## src/rtl/multi_channel_breath_pwm.sv

```systemverilog
// Multi-channel breathing-LED driver: one shared PWM carrier counter and
// CH_NUM triangle brightness ramps with per-channel off/solid/breath/blink modes.
module multi_channel_breath_pwm #(
  parameter int CH_NUM         = 4,
  parameter int CNT_NUM        = 3464,
  parameter int CW             = 12,
  parameter int LED_ACTIVE_LOW = 1
) (
  input  logic                  clk,
  input  logic                  rst,
  input  logic                  en,
  input  logic [2*CH_NUM-1:0]   mode,
  output logic [CH_NUM-1:0]     led,
  output logic [CH_NUM-1:0]     peak
);

  localparam logic [CW-1:0]     TOP   = CW'(CNT_NUM);
  localparam logic [CW-1:0]     LAST  = CW'(CNT_NUM - 1);
  localparam int                STEP  = CNT_NUM / CH_NUM;
  localparam logic              POL   = (LED_ACTIVE_LOW != 0);
  localparam logic [CH_NUM-1:0] UNLIT = {CH_NUM{POL}};

  localparam logic [1:0] MODE_OFF    = 2'b00;
  localparam logic [1:0] MODE_SOLID  = 2'b01;
  localparam logic [1:0] MODE_BREATH = 2'b10;
  localparam logic [1:0] MODE_BLINK  = 2'b11;

  logic [CW-1:0]     cnt;
  logic [CW-1:0]     level [CH_NUM];
  logic [CH_NUM-1:0] dir_up;
  logic [CH_NUM-1:0] lit;
  logic              wrap;

  always_comb begin
    wrap = en && (cnt == LAST);
    lit  = '0;
    for (int i = 0; i < CH_NUM; i++) begin
      unique case (mode[2*i +: 2])
        MODE_OFF:    lit[i] = 1'b0;
        MODE_SOLID:  lit[i] = 1'b1;
        MODE_BREATH: lit[i] = (cnt < level[i]);
        MODE_BLINK:  lit[i] = dir_up[i];
        default:     lit[i] = 1'b0;
      endcase
    end
  end

  // Shared carrier: frozen while en is low.
  always_ff @(posedge clk or posedge rst) begin
    if (rst) begin
      cnt <= '0;
    end else if (en) begin
      cnt <= wrap ? '0 : cnt + CW'(1);
    end
  end

  // Ramps keep running in every mode so a return to breath stays in phase.
  always_ff @(posedge clk or posedge rst) begin
    if (rst) begin
      for (int i = 0; i < CH_NUM; i++) begin
        level[i]  <= CW'(i * STEP);
        dir_up[i] <= 1'b1;
      end
      peak <= '0;
    end else begin
      peak <= '0;
      if (wrap) begin
        for (int i = 0; i < CH_NUM; i++) begin
          if (dir_up[i]) begin
            if (level[i] == TOP) begin
              dir_up[i] <= 1'b0;
              peak[i]   <= 1'b1;
            end else begin
              level[i] <= level[i] + CW'(1);
            end
          end else begin
            if (level[i] == '0) begin
              dir_up[i] <= 1'b1;
            end else begin
              level[i] <= level[i] - CW'(1);
            end
          end
        end
      end
    end
  end

  always_ff @(posedge clk or posedge rst) begin
    if (rst) begin
      led <= UNLIT;
    end else if (en) begin
      led <= lit ^ UNLIT;
    end else begin
      led <= UNLIT;
    end
  end

endmodule

```

## config.mk

```make
export PLATFORM = sky130hd
export DESIGN_NAME = multi_channel_breath_pwm
export DESIGN_NICKNAME = d
export VERILOG_FILES = /design/src/rtl/multi_channel_breath_pwm.sv
export SDC_FILE = /design/constraint.sdc
export NUM_CORES = 1
export LEC_CHECK = 0
export CORE_MARGIN = 2
export CORE_UTILIZATION = 60
export DETAILED_ROUTE_END_ITERATION = 10
export PLACE_DENSITY_LB_ADDON = 0.05
export SYNTH_ARGS = -nofsm -noshare
export SYNTH_HDL_FRONTEND = slang
export SYNTH_SLANG_ARGS = --single-unit
```

## constraint.sdc

```tcl
create_clock -name clk -period 5.3 [get_ports clk]
set_input_delay 0.795 -clock clk [delete_from_list [all_inputs] [get_ports clk]]
set_output_delay 0.795 -clock clk [all_outputs]
set_load 0.02 [all_outputs]
```

Word level (Yosys, flattened, before mapping)
Index checks and enable logic that the tools add are counted.

storage, ports and cells
  register bits after elaboration = 72
  input port bits = 11
  output and inout port bits = 8
  logic and storage cells = 99

cells by class
  $add $sub $neg = 9
  order comparisons = 4
  equal/unequal tests = 25
  muxes and demuxes = 39
  bitwise logic cells = 1
  reduce and logical (&&, ||, !) cells = 13

operator list
  cell                     count
  $mux W12                 13
  $add A12 B1 Y12 const B  5
  $eq A12 B12 Y1 const B   5
  $logic_not A12 Y1        4
  $lt A12 B12 Y1           4
  $sub A12 B1 Y12 const B  4
  $mux W1                  20
  $eq A2 B2 Y1 const B     8
  $ne A2 B2 Y1 const B     8
  $pmux W1 S4              4
  $reduce_and A3 Y1        4
  $eq A2 B1 Y1 const B     4
  $logic_not A2 Y1         4
  $mux W4                  2
  $not A4 Y4               1
  $logic_and A1 B1 Y1      1

Longest topological paths before layout
  word-level depth = 4
  mapped depth = 8
  gate-level depth less buffers = 8

Worst setup path before layout
No wires, ideal clock.

  kind = register to register
  from = register dir_up[3]
  to = register level[11] (netlist bit)
  library setup time = 0.075 ns
  arrival = 2.205 ns
  data required time = 5.225 ns
  path slack = 3.019 ns
  cell stages (with the launch flop) = 9
  buffers on the path = 0
  period minus slack after synthesis = 2.281 ns
  path through = dfstp_2 -> inv_1 -> ha_1 -> a211oi_1 -> o21a_1 -> nor4_1 -> or3_1 -> a21oi_1 -> xnor2_1

on the way
  longest elaborated chain between the ends = 2
  elaborated cells on any way between the ends = 4
  those cells by class = eq/ne (2); mux (1); reduce/logical (1)

RTL lines
  item                                line  text
  start, declared                     30    logic [CH_NUM-1:0] dir_up;
  start signal, assigned by index     62    dir_up[i] <= 1'b1;
  start signal, assigned by index     71    dir_up[i] <= 1'b0;
  start signal, assigned by index     78    dir_up[i] <= 1'b1;
  $ne A2 B2 Y1 (no source line)       --
  $reduce_and A3 Y1 (no source line)  --
  end signal, assigned by index       61    level[i] <= CW'(i * STEP);
  end signal, assigned by index       74    level[i] <= level[i] + CW'(1);
  end signal, assigned by index       80    level[i] <= level[i] - CW'(1);
  end, declared                       29    logic [CW-1:0] level [CH_NUM];

Several ways; a longest one is shown, not always the timed one.
A chain may end at the register's enable or synchronous reset.

Final worst setup path
  from = input port en
  to = register level[10] (netlist bit)

on the way
  longest elaborated chain between the ends = 2

RTL lines
  item                                line  text
  start, declared                     11    input logic en,
  $logic_and A1 B1 Y1                 35    wrap = en && (cnt == LAST);
  $reduce_and A3 Y1 (no source line)  --

Every way passes these cells.

==> results.md <==
* Outcome: finished clean
* Clk Latency, worst-skew pair at about 0.36 ns
* Total CTS buffers at 9
* CTS tree: done
* DRT Wirelength at 12.9 mm
* Seq/Total Area, Yosys at 30.9%
* Slew HR at between 50% and 60%
* Worst vdd ir at 147 µV
* Cts repair resizes at 0
* RSZ-0062 raised after global routing: false
* Max Transition Viols Final at 0
* Power per cell area at 212 nW/µm²
* Setup bufs post-CTS at 0
* Top-count cell post-synth: ha_1
* CTS Root Cell: clkbuf_8
* MaxCap Viol Count at 0
* Number of enable flip-flop cells after synthesis at 0
* Total track usage at 26.0%
* Vias per cell at 5.90
* Slew @ Worst Pin at 0.740 ns
* Iter 0 DRT Violations at 190
* Max Fclk at 323 MHz
* Top post-synthesis cells by count: ha_1 (85), nand2_1 (61), inv_1 (60)
* H-tree Lvls at 3
* IO buf count at 18
* Crit Path Class: in -> reg
* Area share of the largest cell type after synthesis at 20.7%
* CTS clk-pin slew, worst paths at 0.08 ns
* WP data arrival at approximately 3.3 ns
* I/O Pins at 19
* Die width at 103 µm
* Inserted Diodes at 0
* Crit path from: en
* Final Hold Viols at 0
* 1st-pass router iterations at 4
* Average wire per standard cell at 15.8 µm
* Worst path top cell family by delay: simple AND/OR/NAND/NOR gates
* Leakage power at 2.99 nW
* Synth Cell Area at 5910 µm²
* Final period util at 58.3%
* Setup tns final at 0 ns
* Die area at approximately 11000 µm²
* Sink Count at 72
* Synth area leader: dfrtp_1
* Critical-path maximum fanout at 15
* Largest net degree at the start of global routing at 46
* Largest stage delay, worst path at between 0.7 and 0.8 ns
* Crit end category: flop
* Number of routed nets with antenna violations at 0
* Final core utilization at 66.5%
* Global route overflow at 0
* Tmin final at 3.09 ns
* Min-delay worst type: reg -> reg
* Startpoint Class: input port
* Hold Startpoint: level[9]
* FF+latch count, synth at 72
* Vias in the first global route at between 4000 and 5000
* Chip Height at 103 µm
* DRC at 0
* # rows at 36
* WP data required at 5.55 ns
* Share of layout cells above drive strength 1 at under 10%
* Mapped Nets at about 760
* Final setup margin at 2.21 ns
* Syn_area_per_cell at 8.99 µm²
* Hpwl dp at 9.80 mm
* Top cells by area, synth: dfrtp_1 (21%), ha_1 (18%), dfstp_2 (10%), o21ai_0 (4.3%), nand2_1 (3.9%)
* Area delta synth->final at 8.82%
* FILL cells at 792
* Synth async-reset ratio at 100%
* Via count at roughly 4800
* Final nets at between 700 and 800
* Initial antenna violation count at 0
* Clock Path Buffers at 2
* Yosys warns at 0
* Area of the core at between 9000 and 10000 µm²
* Post-synthesis cell type count at between 50 and 60
* Worst slack at placement at 1.85 ns
* Worst path slowest cell: clkdlybuf4s50_1
* RR Startpoint: dir_up[3]
* Critical path buffers and inverters at 1
* Worst clock skew at 0.00792 ns
* Initial Utilization at 61.1%
* CTS Hold Bufs at 0
* Cell Chain, Critical Path: clkdlybuf4s50_1, nand2_1, nor2_1, and4_1, o21a_1, mux2_2
* Final-report setup violation count at 0
* Primary FF master, synth: dfrtp_1
* Routability Congestion at 0.830
* Post-Synthesis Cells at 658
* First-pass GRT wire length at 21.8 mm
-- state kept, by name, indices dropped and copies added (netlist names) --
signal and count:
cnt 12, led 4, level 48, dir_up 4, peak 4
-- logic make-up after synthesis --
| kind of cell | share of synthesized area, % |
|---|---|
| XOR/XNOR | 6.96 |
| AND/OR/NAND/NOR | 15.3 |
| flip-flops | 30.9 |
| adder cells (fa/ha/maj) | 19.3 |
| buffers and inverters | 4.78 |
| multiplexers | 1.27 |
| AO/OA/AOI/OAI | 21.4 |
-- report_power, final --
| part | switching [mW] | internal [mW] | total, mW | leakage, nW |
|---|---|---|---|---|
| clock | 0.210 | 0.269 | 0.479 | 0.113 |
| combinational | 0.105 | 0.118 | 0.223 | 2.03 |
| sequential | 0.0832 | 0.578 | 0.661 | 0.847 |
| total | 0.398 | 0.964 | 1.36 | 2.99 |
-- path summary, 6_finish.rpt --
path	depth (start not counted)	endpoint	slack, ns
setup / recovery	6	level[10]	2.21
max in group asynchronous	3	dir_up[0]	3.49
min in group asynchronous	2	level[4]	0.83
hold reg to reg	2	level[9]	0.51
setup reg to reg	8	level[8]	2.62
hold / removal	2	level[9]	0.51
-- area by class of cell --
type                    instances  area (µm²)  share of cell area [%]
clock inverters                 2        35.0                   0.544
inverters                      60         225                    3.50
repair buffers                 20         195                    3.03
multi-input cells             517        3800                    59.1
flip-flops and latches         72        1830                    28.4
clock buffers                  14         183                    2.84
well taps                     133         166                    2.59
-- worst register-to-register path, stage by stage (launching register included) --
cell and delay [ns]:
dfstp_2 0.59, inv_1 0.23, fa_1 0.49, a21o_1 0.20, a211oi_1 0.42, o211ai_1 0.13, a31oi_1 0.21, xor2_1 0.19
o21ai_0 0.09
-- metal layers --
| layer | vias up | share of wire, % | global-route usage (%) | wire length (µm) |
|---|---|---|---|---|
| met5 | - | 0 | 0 | 0 |
| met4 | 0 | 1.3 | 9.62 | 174 |
| met3 | 13 | 2.8 | 3.09 | 356 |
| met2 | 74 | 48 | 43.7 | 6220 |
| met1 | 2296 | 48 | 34.8 | 6150 |
| li1 | 2440 | - | - | - |
-- metrics by stage --
stage                     cells  instance area (µm²)  power (mW)  hold WS (ns)
final                       818                 6440        1.36         0.512
after detailed placement    802                 6220       0.895         0.502
after global placement      802                 6220       0.877         0.494
after global routing        818                 6440        1.44         0.547
after CTS                   818                 6440        1.37         0.514
after floorplan             658                 5910       0.806         0.468
-- cells in the final DEF, fill, tap and decap left out, drive strengths merged, types with 3 or more instances in the layout --
cell / count
a21oi: 33
o22ai: 6
or3: 8
fa: 4
a211oi: 8
nor2: 31
o21bai: 3
a31oi: 4
clkdlybuf4s50: 18
a21o: 30
nand3: 18
ha: 85
mux2: 4
inv: 60
dfrtp: 49
nand2b: 12
xnor2: 26
o21a: 12
nor3: 14
o21ai: 60
o211ai: 12
or4: 3
o31a: 4
nand2: 62
o211a: 3
a2111oi: 3
nand4: 13
dfstp: 23
mux2i: 3
xor2: 21
nor4: 12
clkbuf: 14
Note: power is estimated with default switching activity, not from simulation.
